--- config.mk ---
export PLATFORM = sky130hd
export DESIGN_NAME = jt6295_adpcm_mc
export DESIGN_NICKNAME = d
export VERILOG_FILES = /design/src/rtl/jt6295_adpcm_pkg.sv /design/src/rtl/jt6295_adpcm_att.sv /design/src/rtl/jt6295_adpcm_mc.sv
export SDC_FILE = /design/constraint.sdc
export NUM_CORES = 1
export LEC_CHECK = 0
export ABC_AREA = 0
export CAP_MARGIN = 20
export CORE_ASPECT_RATIO = 0.5
export CORE_MARGIN = 4
export CORE_UTILIZATION = 59
export DETAILED_ROUTE_END_ITERATION = 8
export GPL_TIMING_DRIVEN = 0
export PLACE_DENSITY = 0.78
export SLEW_MARGIN = 0
export SYNTH_ARGS = -nofsm -noshare
export SYNTH_HDL_FRONTEND = slang
export SYNTH_SLANG_ARGS = --single-unit
--- constraint.sdc ---
create_clock -name clk -period 16.98 [get_ports clk]
set_input_delay 3.396 -clock clk [delete_from_list [all_inputs] [get_ports clk]]
set_output_delay 3.396 -clock clk [all_outputs]
set_load 0.005 [all_outputs]
--- src/rtl/jt6295_adpcm_pkg.sv ---
// Shared constants for the multichannel OKI ADPCM decoder.
// Holds the 49-entry step table, the 9-entry attenuation gain table, the
// step-index adjust constants, and small lookup helpers built on them.
package jt6295_adpcm_pkg;

  localparam int unsigned STEP_W   = 11;  // widest step value is 1552
  localparam int unsigned DIFF_W   = 12;  // widest diff is 2910
  localparam int unsigned IDX_W    = 6;
  localparam int unsigned GAIN_W   = 6;   // widest gain is 32
  localparam int unsigned IDX_MAX  = 48;
  localparam int unsigned ATT_MUTE = 9;   // att codes at or above this mute

  // Step index adjustment per nibble magnitude
  localparam int unsigned IDX_DEC   = 1;  // magnitudes 0..3
  localparam int unsigned IDX_INC_4 = 2;
  localparam int unsigned IDX_INC_5 = 4;
  localparam int unsigned IDX_INC_6 = 6;
  localparam int unsigned IDX_INC_7 = 8;

  localparam logic [STEP_W-1:0] STEP_TAB [0:48] = '{
    11'd16,   11'd17,   11'd19,   11'd21,   11'd23,   11'd25,   11'd28,
    11'd31,   11'd34,   11'd37,   11'd41,   11'd45,   11'd50,   11'd55,
    11'd60,   11'd66,   11'd73,   11'd80,   11'd88,   11'd97,   11'd107,
    11'd118,  11'd130,  11'd143,  11'd157,  11'd173,  11'd190,  11'd209,
    11'd230,  11'd253,  11'd279,  11'd307,  11'd337,  11'd371,  11'd408,
    11'd449,  11'd494,  11'd544,  11'd598,  11'd658,  11'd724,  11'd796,
    11'd876,  11'd963,  11'd1060, 11'd1166, 11'd1282, 11'd1411, 11'd1552
  };

  localparam logic [GAIN_W-1:0] GAIN_TAB [0:8] = '{
    6'd32, 6'd22, 6'd16, 6'd11, 6'd8, 6'd6, 6'd4, 6'd3, 6'd2
  };

  // Step size for a step index; idx never exceeds IDX_MAX
  function automatic logic [STEP_W-1:0] step_lut(input logic [IDX_W-1:0] idx);
    return STEP_TAB[idx];
  endfunction

  // Linear gain (x/32) for an attenuation code
  function automatic logic [GAIN_W-1:0] gain_lut(input logic [3:0] att);
    logic [GAIN_W-1:0] g;
    g = '0;
    if (att < 4'(ATT_MUTE)) g = GAIN_TAB[att];
    return g;
  endfunction

  // Next step index, clamped to 0..IDX_MAX
  function automatic logic [IDX_W-1:0] idx_next(input logic [IDX_W-1:0] idx,
                                                input logic [2:0]       mag);
    logic [IDX_W:0] sum;
    sum = {1'b0, idx};
    case (mag)
      3'd4:    sum = sum + (IDX_W+1)'(IDX_INC_4);
      3'd5:    sum = sum + (IDX_W+1)'(IDX_INC_5);
      3'd6:    sum = sum + (IDX_W+1)'(IDX_INC_6);
      3'd7:    sum = sum + (IDX_W+1)'(IDX_INC_7);
      default: sum = (idx == '0) ? '0 : sum - (IDX_W+1)'(IDX_DEC);
    endcase
    if (sum > (IDX_W+1)'(IDX_MAX)) sum = (IDX_W+1)'(IDX_MAX);
    return IDX_W'(sum);
  endfunction

endpackage

--- src/rtl/jt6295_adpcm_att.sv ---
// Channel attenuator: scales a decoded sample by the gain selected by att.
// Ports: pred_i  - signed decoded sample
//        att_i   - attenuation code (0 loudest, 9..15 mute)
//        snd_c_o - (pred_i*gain)>>>5, truncated to SW, combinational
module jt6295_adpcm_att
  import jt6295_adpcm_pkg::*;
#(
  parameter int unsigned SW = 12
) (
  input  logic signed [SW-1:0] pred_i,
  input  logic        [3:0]    att_i,
  output logic signed [SW-1:0] snd_c_o
);

  // |pred|*32 needs SW+5 bits signed; SW+GAIN_W leaves one spare
  localparam int unsigned PW = SW + GAIN_W;

  logic [GAIN_W-1:0]   gain;
  logic signed [PW-1:0] prod;

  assign gain    = gain_lut(att_i);
  assign prod    = PW'(pred_i) * PW'($signed({1'b0, gain}));
  assign snd_c_o = SW'(prod >>> 5);

endmodule

--- src/rtl/jt6295_adpcm_mc.sv ---
// Time-multiplexed OKI ADPCM decoder with per-channel attenuation and mixer.
// One channel slot is serviced per clk with cen=1; ch names the slot whose
// en/data/att are being sampled.
// Ports: clk, rst (sync, active high), cen (slot enable)
//        ch        - current slot channel
//        en/data/att - slot inputs (nibble: bit3 sign, bits2:0 magnitude)
//        snd_ch/snd_id/snd_valid - attenuated sample of the last slot
//        mix/mix_valid           - sum of all channels, once per frame
module jt6295_adpcm_mc
  import jt6295_adpcm_pkg::*;
#(
  parameter  int unsigned CH = 4,
  parameter  int unsigned SW = 12,
  localparam int unsigned CW = (CH > 1) ? $clog2(CH) : 1,
  localparam int unsigned MW = SW + CW
) (
  input  logic                 clk,
  input  logic                 rst,
  input  logic                 cen,
  output logic [CW-1:0]        ch,
  input  logic                 en,
  input  logic [3:0]           data,
  input  logic [3:0]           att,
  output logic signed [SW-1:0] snd_ch,
  output logic [CW-1:0]        snd_id,
  output logic                 snd_valid,
  output logic signed [MW-1:0] mix,
  output logic                 mix_valid
);

  // Extended width for pred +/- diff before saturation
  localparam int unsigned EW = SW + 6;
  localparam logic signed [EW-1:0] P_MAX = EW'((2 ** (SW - 1)) - 1);
  localparam logic signed [EW-1:0] P_MIN = ~P_MAX;

  logic [CW-1:0]        ch_q, ch_d;
  logic [IDX_W-1:0]     idx_q  [CH];
  logic signed [SW-1:0] pred_q [CH];
  logic [IDX_W-1:0]     idx_d;
  logic signed [SW-1:0] pred_d;
  logic signed [SW-1:0] snd_q, snd_d;
  logic [CW-1:0]        id_q;
  logic                 valid_q, mixv_q;
  logic signed [MW-1:0] acc_q, acc_d, mix_q, mix_d;

  logic [IDX_W-1:0]     idx_cur;
  logic signed [SW-1:0] pred_cur;
  logic [DIFF_W-1:0]    step_w, diff;
  logic signed [EW-1:0] sum_e, diff_e, sat_e;
  logic signed [SW-1:0] att_out;
  logic                 last;
  logic signed [MW-1:0] mix_sum;

  // Slot decode datapath
  assign idx_cur  = idx_q[ch_q];
  assign pred_cur = pred_q[ch_q];
  assign step_w   = DIFF_W'(step_lut(idx_cur));
  assign diff     = (step_w >> 3)
                  + (data[2] ? step_w        : '0)
                  + (data[1] ? (step_w >> 1) : '0)
                  + (data[0] ? (step_w >> 2) : '0);
  assign diff_e   = $signed(EW'(diff));
  assign sum_e    = data[3] ? (EW'(pred_cur) - diff_e) : (EW'(pred_cur) + diff_e);
  assign sat_e    = (sum_e > P_MAX) ? P_MAX : ((sum_e < P_MIN) ? P_MIN : sum_e);
  assign last     = (ch_q == CW'(CH - 1));
  assign mix_sum  = acc_q + MW'(snd_d);

  jt6295_adpcm_att #(.SW(SW)) u_att (
    .pred_i  (pred_d),
    .att_i   (att),
    .snd_c_o (att_out)
  );

  // Next-state for the slot being sampled; a disabled channel restarts from zero
  always_comb begin
    idx_d  = '0;
    pred_d = '0;
    snd_d  = '0;
    ch_d   = ch_q;
    acc_d  = acc_q;
    mix_d  = mix_q;
    if (en) begin
      idx_d  = idx_next(idx_cur, data[2:0]);
      pred_d = SW'(sat_e);
      snd_d  = att_out;
    end
    if (cen) begin
      ch_d = last ? '0 : ch_q + CW'(1);
      if (last) begin
        mix_d = mix_sum;
        acc_d = '0;
      end else begin
        acc_d = mix_sum;
      end
    end
  end

  // State registers
  always_ff @(posedge clk) begin
    if (rst) begin
      ch_q    <= '0;
      id_q    <= '0;
      snd_q   <= '0;
      acc_q   <= '0;
      mix_q   <= '0;
      valid_q <= 1'b0;
      mixv_q  <= 1'b0;
      for (int unsigned i = 0; i < CH; i++) begin
        idx_q[i]  <= '0;
        pred_q[i] <= '0;
      end
    end else begin
      valid_q <= cen;
      mixv_q  <= cen & last;
      ch_q    <= ch_d;
      acc_q   <= acc_d;
      mix_q   <= mix_d;
      if (cen) begin
        idx_q[ch_q]  <= idx_d;
        pred_q[ch_q] <= pred_d;
        snd_q        <= snd_d;
        id_q         <= ch_q;
      end
    end
  end

  assign ch        = ch_q;
  assign snd_ch    = snd_q;
  assign snd_id    = id_q;
  assign snd_valid = valid_q;
  assign mix       = mix_q;
  assign mix_valid = mixv_q;

endmodule

==> results.ini <==
[sta]
relSlewSlack=0.303
finalCritPeriodShare=0.959
hold_viol=0
tns_ns=0
drv_slew=0
fin_hold_ws_ns=0.461
fin_ws_ns=0.688
fin_skew_ns=0.0131
period_minus_slack_ns=16.29
max_freq_mhz=61.4
setup_viol_count_final=0
tightest_slew_ns=1.05

[cells_and_area]
num_antenna_cells=0
final-instance-count-excl-fill=1584
mostFrequentLayoutCells=nor2_1 (186), inv_1 (130), nand2_1 (99)
drive_above_1_share=0.0838
nNetsFinal=1483
fin_util=0.680
fin_area_um2=12500
final_common_cell=nor2_1
n_fill_cell=1386
areaGrowthSynthToFinish_pct=13.0

[synthesis]
synth_area_um2=11100
synth_edf_count=72
ys_seq_area_frac=0.282
synth_nets=1418
synth-async-reset-ratio=0
synthCells=1247
ys_types=77
ys_warn_count=0
synth-main-ff-cell=edfxtp_1
ys_ff_latch=120
syn_avg_cell_area_um2=8.89

[job]
drv_cap=0

[routing]
drt_iter0_markers=607
vias=9349
firstDrtPassIters=7
drc=0
ant_nets=0
wl_um=27200
vias_per_cell=5.90
routedWlPerCell_um=17.2

[setup_path]
required_ns=17.27
worstSetupPathType=in2reg
critPathCaptureType=register
crit_arrival_ns=16.58
cp_max_fo=10
cpPeakStageDelay_ns=0.54
cp-start-kind=input port
slowest_stage=fa_1

[placed_design]
dp_hpwl_um=20000
gp_congestion=0.901
port_buffers=41
dpl-instance-area_um2=11800
place_ws_ns=-0.199
place_inst=1547

[global_routing]
grt_pass1_wl_um=45500
overflow=0
grt_usage=0.260
grt_start_max_net_pins=19
grt_pass1_vias=9338
grt_antenna_before_repair=0

[cts]
clk_pin_slew_worst_paths_ns=0.06
cts_root_buf=clkbuf_16
cts_tree=done
cts.path.max_buffers=2
clk_latency_ns=0.42
htree_levels=4
clock_sink_count=120
cts_hold_buf=0
numCtsBuffers=17

[pwr]
p_leak_nw=5.37
ir_drop_mv=0.127
power_density_nw_per_um2=173
totalPowerFinal_mw=2.17

[floorplanning]
die_h_um=105
die_w_um=202
start_util=0.602
fp.coreArea_um2=18400
die-area_um2=21200
ios=44
rows=35

[min_path]
hp-class=reg2reg

[status]
status=finished clean

## metal layers
layer,share of wire,up-vias,track usage
li1,-,4419,-
met1,0.45,4564,0.353
met2,0.48,324,0.435
met3,0.056,42,0.0450
met4,0.019,0,0.0687
met5,0,-,0
## cells by family after synthesis
| family | synth area share |
|---|---|
| AND/OR/NAND/NOR | 0.182 |
| AO/OA/AOI/OAI | 0.149 |
| buffers and inverters | 0.0671 |
| adder cells (fa/ha/maj) | 0.223 |
| flip-flops | 0.282 |
| XOR/XNOR | 0.0461 |
| multiplexers | 0.0511 |
## critical path: cells and delay by family
family          cells  cell delay (ns)
fa+ha+maj          11             4.21
xor+xnor            3             0.52
compound gates     23             4.87
simple gates       11             2.28
buf+inv             7             1.30
## what timing repair did
| action | 4_1_cts | 5_1_grt |
|---|---|---|
| setup buffers | 0 | 4 |
| setup endpoints to repair | 0 | 12 |
| resized for setup | 0 | 30 |
## cell type report
type | instances | area (um^2) | area share
multi-input combinational | 937 | 7320 | 0.584
tap | 259 | 324 | 0.0258
inverter | 132 | 495 | 0.0395
sequential | 120 | 3120 | 0.249
buffer | 58 | 259 | 0.0207
clock inverter | 15 | 149 | 0.0119
clock buffer | 17 | 425 | 0.0339
timing repair buffer | 46 | 445 | 0.0355
## flip-flops by register name (all words and copies together) (netlist names), named ones only
| register | flops |
|---|---|
| snd_id | 2 |
| acc_q | 14 |
| idx_q | 24 |
| snd_ch | 12 |
| pred_q | 48 |
| mix | 14 |
| mix_valid | 1 |
| snd_valid | 1 |
| ch | 2 |
## cells in the mapped netlist, types with 7 or more instances
master	instances	share of area
mux4_2	17	0.035
nand3_1	13	0.0059
o21ai_0	35	0.016
or2_2	9	0.0051
o211ai_1	7	0.0047
fa_1	65	0.12
o21a_1	9	0.0061
a21oi_1	88	0.040
xor2_1	14	0.011
mux2i_1	15	0.014
a21o_1	19	0.013
edfxtp_1	72	0.19
nor2b_1	11	0.0062
inv_1	130	0.044
a31oi_1	17	0.0096
ha_1	94	0.11
nand2b_1	33	0.019
dfxtp_1	48	0.087
nand2_1	99	0.034
nor3_1	31	0.014
clkbuf_1	46	0.016
and2_1	19	0.011
xnor2_1	40	0.032
a22oi_1	20	0.014
nor2_1	186	0.063
## path summary, 6_finish.rpt
path	startpoint	end	slack [ns]	cells past startpoint
worst min register to register	mix[12]	mix[12]	0.46	2
worst max-delay path	data[2]	acc_q[13]	0.69	55
worst max register to register	register	acc_q[13]	1.01	64
worst min-delay path	mix[12]	mix[12]	0.46	2
## where the power goes
part	switching (mW)	total (mW)	internal, mW
clock network	0.158	0.354	0.196
registers	0.0184	0.371	0.352
logic	0.885	1.45	0.566
total	1.06	2.17	1.11
No activity file was read; power rests on OpenSTA's default activity.
==> RTL edit 1, RTL diff (same settings) <==
Register the output `mix` once more, with the module's reset; this adds one clock of latency there. The other outputs are not delayed to match.
--- a/src/rtl/jt6295_adpcm_mc.sv
+++ b/src/rtl/jt6295_adpcm_mc.sv
@@ -128,7 +128,13 @@
   assign snd_ch    = snd_q;
   assign snd_id    = id_q;
   assign snd_valid = valid_q;
-  assign mix       = mix_q;
+  always_ff @(posedge clk) begin
+    if (rst) begin
+      mix <= '0;
+    end else begin
+      mix <= mix_q;
+    end
+  end
   assign mix_valid = mixv_q;
 
 endmodule
Function: changed (a bounded check fails within 10 cycles, from zero or initial values and one cycle with rst high).
==> RTL edit 1 against the original RTL <==
  * Sequential cell count rose by 14
  * Wire length rose by 3.8%
  * Hold slack got worse by 0.0072 ns
  * Register-to-register slack got worse by 0.09 ns
  * Global-route usage rose by 1.0 points
  * First-iteration DRC count fell by 1.8%
  * Worst setup slack got worse by 0.031 ns
  * Combinational power rose by 3%
  * Non-clock buffer count fell by 11
  * Synthesized area rose by 1.2%
  * Synthesized cell count fell by 3.2%
  * Total power rose by 5.2%
  * Count of clock-buffer cells in the layout rose by 1
  * Design area rose by 0.73%
  * Critical path type unchanged
==> RTL edit 1: results (changes against the original RTL) <==
[outcome]
outcome = complete, no violations

[drt]
wl_per_cell_um = 18.38  ; +7.1%
drt-initial-drc-count = 596  ; -1.8%
vias = 9039  ; -3.3%
wl_met1_mm = 12.44  ; +2.0%
drt_first_pass_iters = 5  ; -2
dr_wl_met2_mm = 13.74  ; +6.0%

[power_and_ir_drop]
ir_drop_uv = 185.0  ; +46%
internal_power_w = 0.001195  ; +7.4%

[yosys]
synth_commonest_cells = nor2_1, inv_1, ha_1
synth_compound_area_frac = 0.1513  ; +0.002382
synth_xor_area_frac = 0.05195  ; +0.005814
synth_cell_types = 73  ; -5.2%
synth-seq-area-share = 0.3032  ; +0.02168
yosys-top-cells-area = edfxtp_1, fa_1, dfxtp_1, ha_1, nor2_1
synth_fa_ha_area_frac = 0.2207  ; -0.002614

[finish]
final_nets = 1435  ; -3.2%

[global_routing]
use_met1 = 0.3661  ; +0.01339
grt_usage = 0.2701  ; +0.01022
use_met3 = 0.03843  ; -0.006535
grt_use_met2 = 0.4600  ; +0.02459
grt_pass1_vias = 9409  ; +0.76%
grt_pass1_wl_mm = 46.94  ; +3.2%

[placement]
gp_congestion = 0.9109  ; +1.1%
dp_worst_setup_slack_ns = -0.3905  ; -0.1917 ns
postPlaceCellArea_sq_um = 11960  ; +1.1%
place_inst = 1507  ; -2.6%
dp_hpwl_mm = 20.64  ; +3.4%

[timing]
finalClockSkew_ns = 0.01163  ; -0.001450 ns
tightestPinTransition_ns = 1.152  ; +0.1059 ns

[min_path]
hold_start = mix_q[2]

[setup_path]
r2r_end = acc_q[12]
critical-path-max-stage-delay_ns = 0.56  ; +0.02 ns

-- RTL edit 1: final cells by class --
type,instances,area [sq um]
sequential,134,3403
tap,259,324.1
clock inverter,14,190.2
clock buffer,18,429.2
inverter,125,469.2
multi-input combinational,893,7194
buffer,52,206.4
fill,1393,5894
timing repair buffer,41,412.9
-- RTL edit 1: how the worst max path moves through the flow --
| stage | from | to | slack, ns | cells after the start |
|---|---|---|---|---|
| 2_1_floorplan | data[2] | acc_q[12] | 1.45 | 55 |
| 3_3_place_gp | data[0] | acc_q[12] | -0.26 | 54 |
| 3_5_place_dp | data[0] | acc_q[12] | -0.39 | 54 |
| 4_1_cts | flip-flop | acc_q[12] | 0.05 | 64 |
| 5_1_grt | data[2] | mix_q[13] | 0.01 | 54 |
| 6_report | data[1] | acc_q[12] | 0.66 | 54 |
-- RTL edit 1: what timing repair did --
action	4_1_cts	5_1_grt
setup buffers	0	0
setup endpoints to repair	2	14
pin swaps	0	1
hold buffers	0	0
gates resized for setup	2	27
==> RTL edit 2, RTL diff (same settings) <==
Without the edit above. `SW` is set to 12 in 2 places; all go to 11.
--- a/src/rtl/jt6295_adpcm_att.sv
+++ b/src/rtl/jt6295_adpcm_att.sv
@@ -5,7 +5,7 @@
 module jt6295_adpcm_att
   import jt6295_adpcm_pkg::*;
 #(
-  parameter int unsigned SW = 12
+  parameter int unsigned SW = 11
 ) (
   input  logic signed [SW-1:0] pred_i,
   input  logic        [3:0]    att_i,
--- a/src/rtl/jt6295_adpcm_mc.sv
+++ b/src/rtl/jt6295_adpcm_mc.sv
@@ -10,7 +10,7 @@
   import jt6295_adpcm_pkg::*;
 #(
   parameter  int unsigned CH = 4,
-  parameter  int unsigned SW = 12,
+  parameter  int unsigned SW = 11,
   localparam int unsigned CW = (CH > 1) ? $clog2(CH) : 1,
   localparam int unsigned MW = SW + CW
 ) (
Interface: changed (resized mix and snd_ch); port bits go from 44 to 42. The function was not compared with the original's and may differ.
==> RTL edit 2 against the original RTL <==
  * Hold slack about the same
  * Design area fell by 3.1%
  * Sequential cell count shrank 7
  * Critical path depth is the same
  * Synthesized area is 3.2% lower
  * Total power up 5.1%
  * Wire length grew 2.1%
  * Worst setup slack better by 0.032 ns
==> RTL edit 2: results (changes against the original RTL) <==
[setup_path]
critical-path-max-stage-delay_ns = 0.62  ; +0.08 ns
path_delay_family = adder cells
critPathSlowestCell = clkdlybuf4s50_1

[clock_network]
cts_resized = 6  ; +6

[global_routing]
grt_pass1_wl_mm = 45.91  ; +0.95%
grt_pass1_vias = 9133  ; -2.2%
use_met1 = 0.3840  ; +0.03131
grt_use_met2 = 0.4717  ; +0.03631
use_met3 = 0.03786  ; -0.007097
grt_max_degree = 18  ; -1

[finish]
layoutNonFillerInstCount = 1544  ; -2.5%
top_regs = pred_q x44, idx_q x24
fill_cells = 1370  ; -1.2%

[yosys]
yosys-top-cells-area = edfxtp_1, fa_1, ha_1, dfxtp_1, nor2_1
async_flop_share = 0  ; unchanged
syn_nets = 1394  ; -1.7%
synth_commonest_cells = nor2_1, inv_1, nand2_1
synth_cell_types = 78  ; +1.3%
synth-seq-area-share = 0.2742  ; -0.007335

[placement]
postPlaceCellArea_sq_um = 11420  ; -3.4%
port_buffers = 40  ; -2.4%
gp_congestion = 0.9427  ; +4.7%
dp_hpwl_mm = 20.22  ; +1.3%

[timing]
slew_headroom = 0.2617  ; -0.04104
finalClockSkew_ns = 0.009749  ; -0.003333 ns

[power_and_ir_drop]
ir_drop_uv = 132.9  ; +5.0%
leakage_nw = 5.231  ; -2.5%

[outcome]
outcome = complete, no violations

[drt]
vias = 9263  ; -0.92%
dr_wl_met2_mm = 13.17  ; +1.6%
drt-initial-drc-count = 844  ; +39%
met3WireLength_mm = 1.775  ; +16%
wl_met1_mm = 12.27  ; +0.57%
wl_per_cell_um = 17.99  ; +4.8%

## RTL edit 2: cell types whose count changed after synthesis, moves of 9 or more
cell and delta:
nor3_1 -17, nor2b_1 +9, o21ai_0 +16, and2_1 +10
a22oi_1 -19, inv_1 -9
## RTL edit 2: layout make-up
cell class | count | area share
Clock inverter | 13 | 0.009269
Multi-Input combinational cell | 941 | 0.5939
Timing Repair Buffer | 50 | 0.03934
Buffer | 50 | 0.01689
Sequential cell | 113 | 0.2422
Clock buffer | 19 | 0.03563
Tap cell | 234 | 0.02410
Inverter | 124 | 0.03862
## RTL edit 2: power by group
part | leakage [nW] | internal, W | switching [W]
combinational | 3.90 | 0.000633 | 0.000966
sequential | 1.07 | 0.000336 | 0.0000176
clock | 0.255 | 0.000201 | 0.000132
total | 5.23 | 0.00117 | 0.00112
## RTL edit 2: path summary, 6_finish.rpt
| check | to | cells past startpoint | start |
|---|---|---|---|
| worst max-delay path | mix[12] | 55 | data[1] |
| worst min-delay path | mix[0] | 2 | mix[0] |
| worst max register to register | mix[12] | 64 | flip-flop |
| worst min register to register | mix[0] | 2 | mix[0] |
## RTL edit 2: kinds of logic after synthesis
family | after synthesis | synth area share
buffers and inverters | 176 | 0.06307
adder cells (fa/ha/maj) | 152 | 0.2199
XOR/XNOR | 54 | 0.04477
flip-flops | 113 | 0.2742
AO/OA/AOI/OAI | 248 | 0.1476
multiplexers | 44 | 0.05830
AND/OR/NAND/NOR | 443 | 0.1921
## RTL edit 2: stage by stage
stage,power (W),setup WS (ns),hold WS [ns]
floorplan,0.001458,1.711,0.4498
global placement,0.001739,-0.3777,0.4472
detailed placement,0.001790,-0.7321,0.4507
CTS,0.002158,0.06933,0.4616
global route,0.002467,0.002775,0.4899
finish,0.002285,0.7199,0.4603
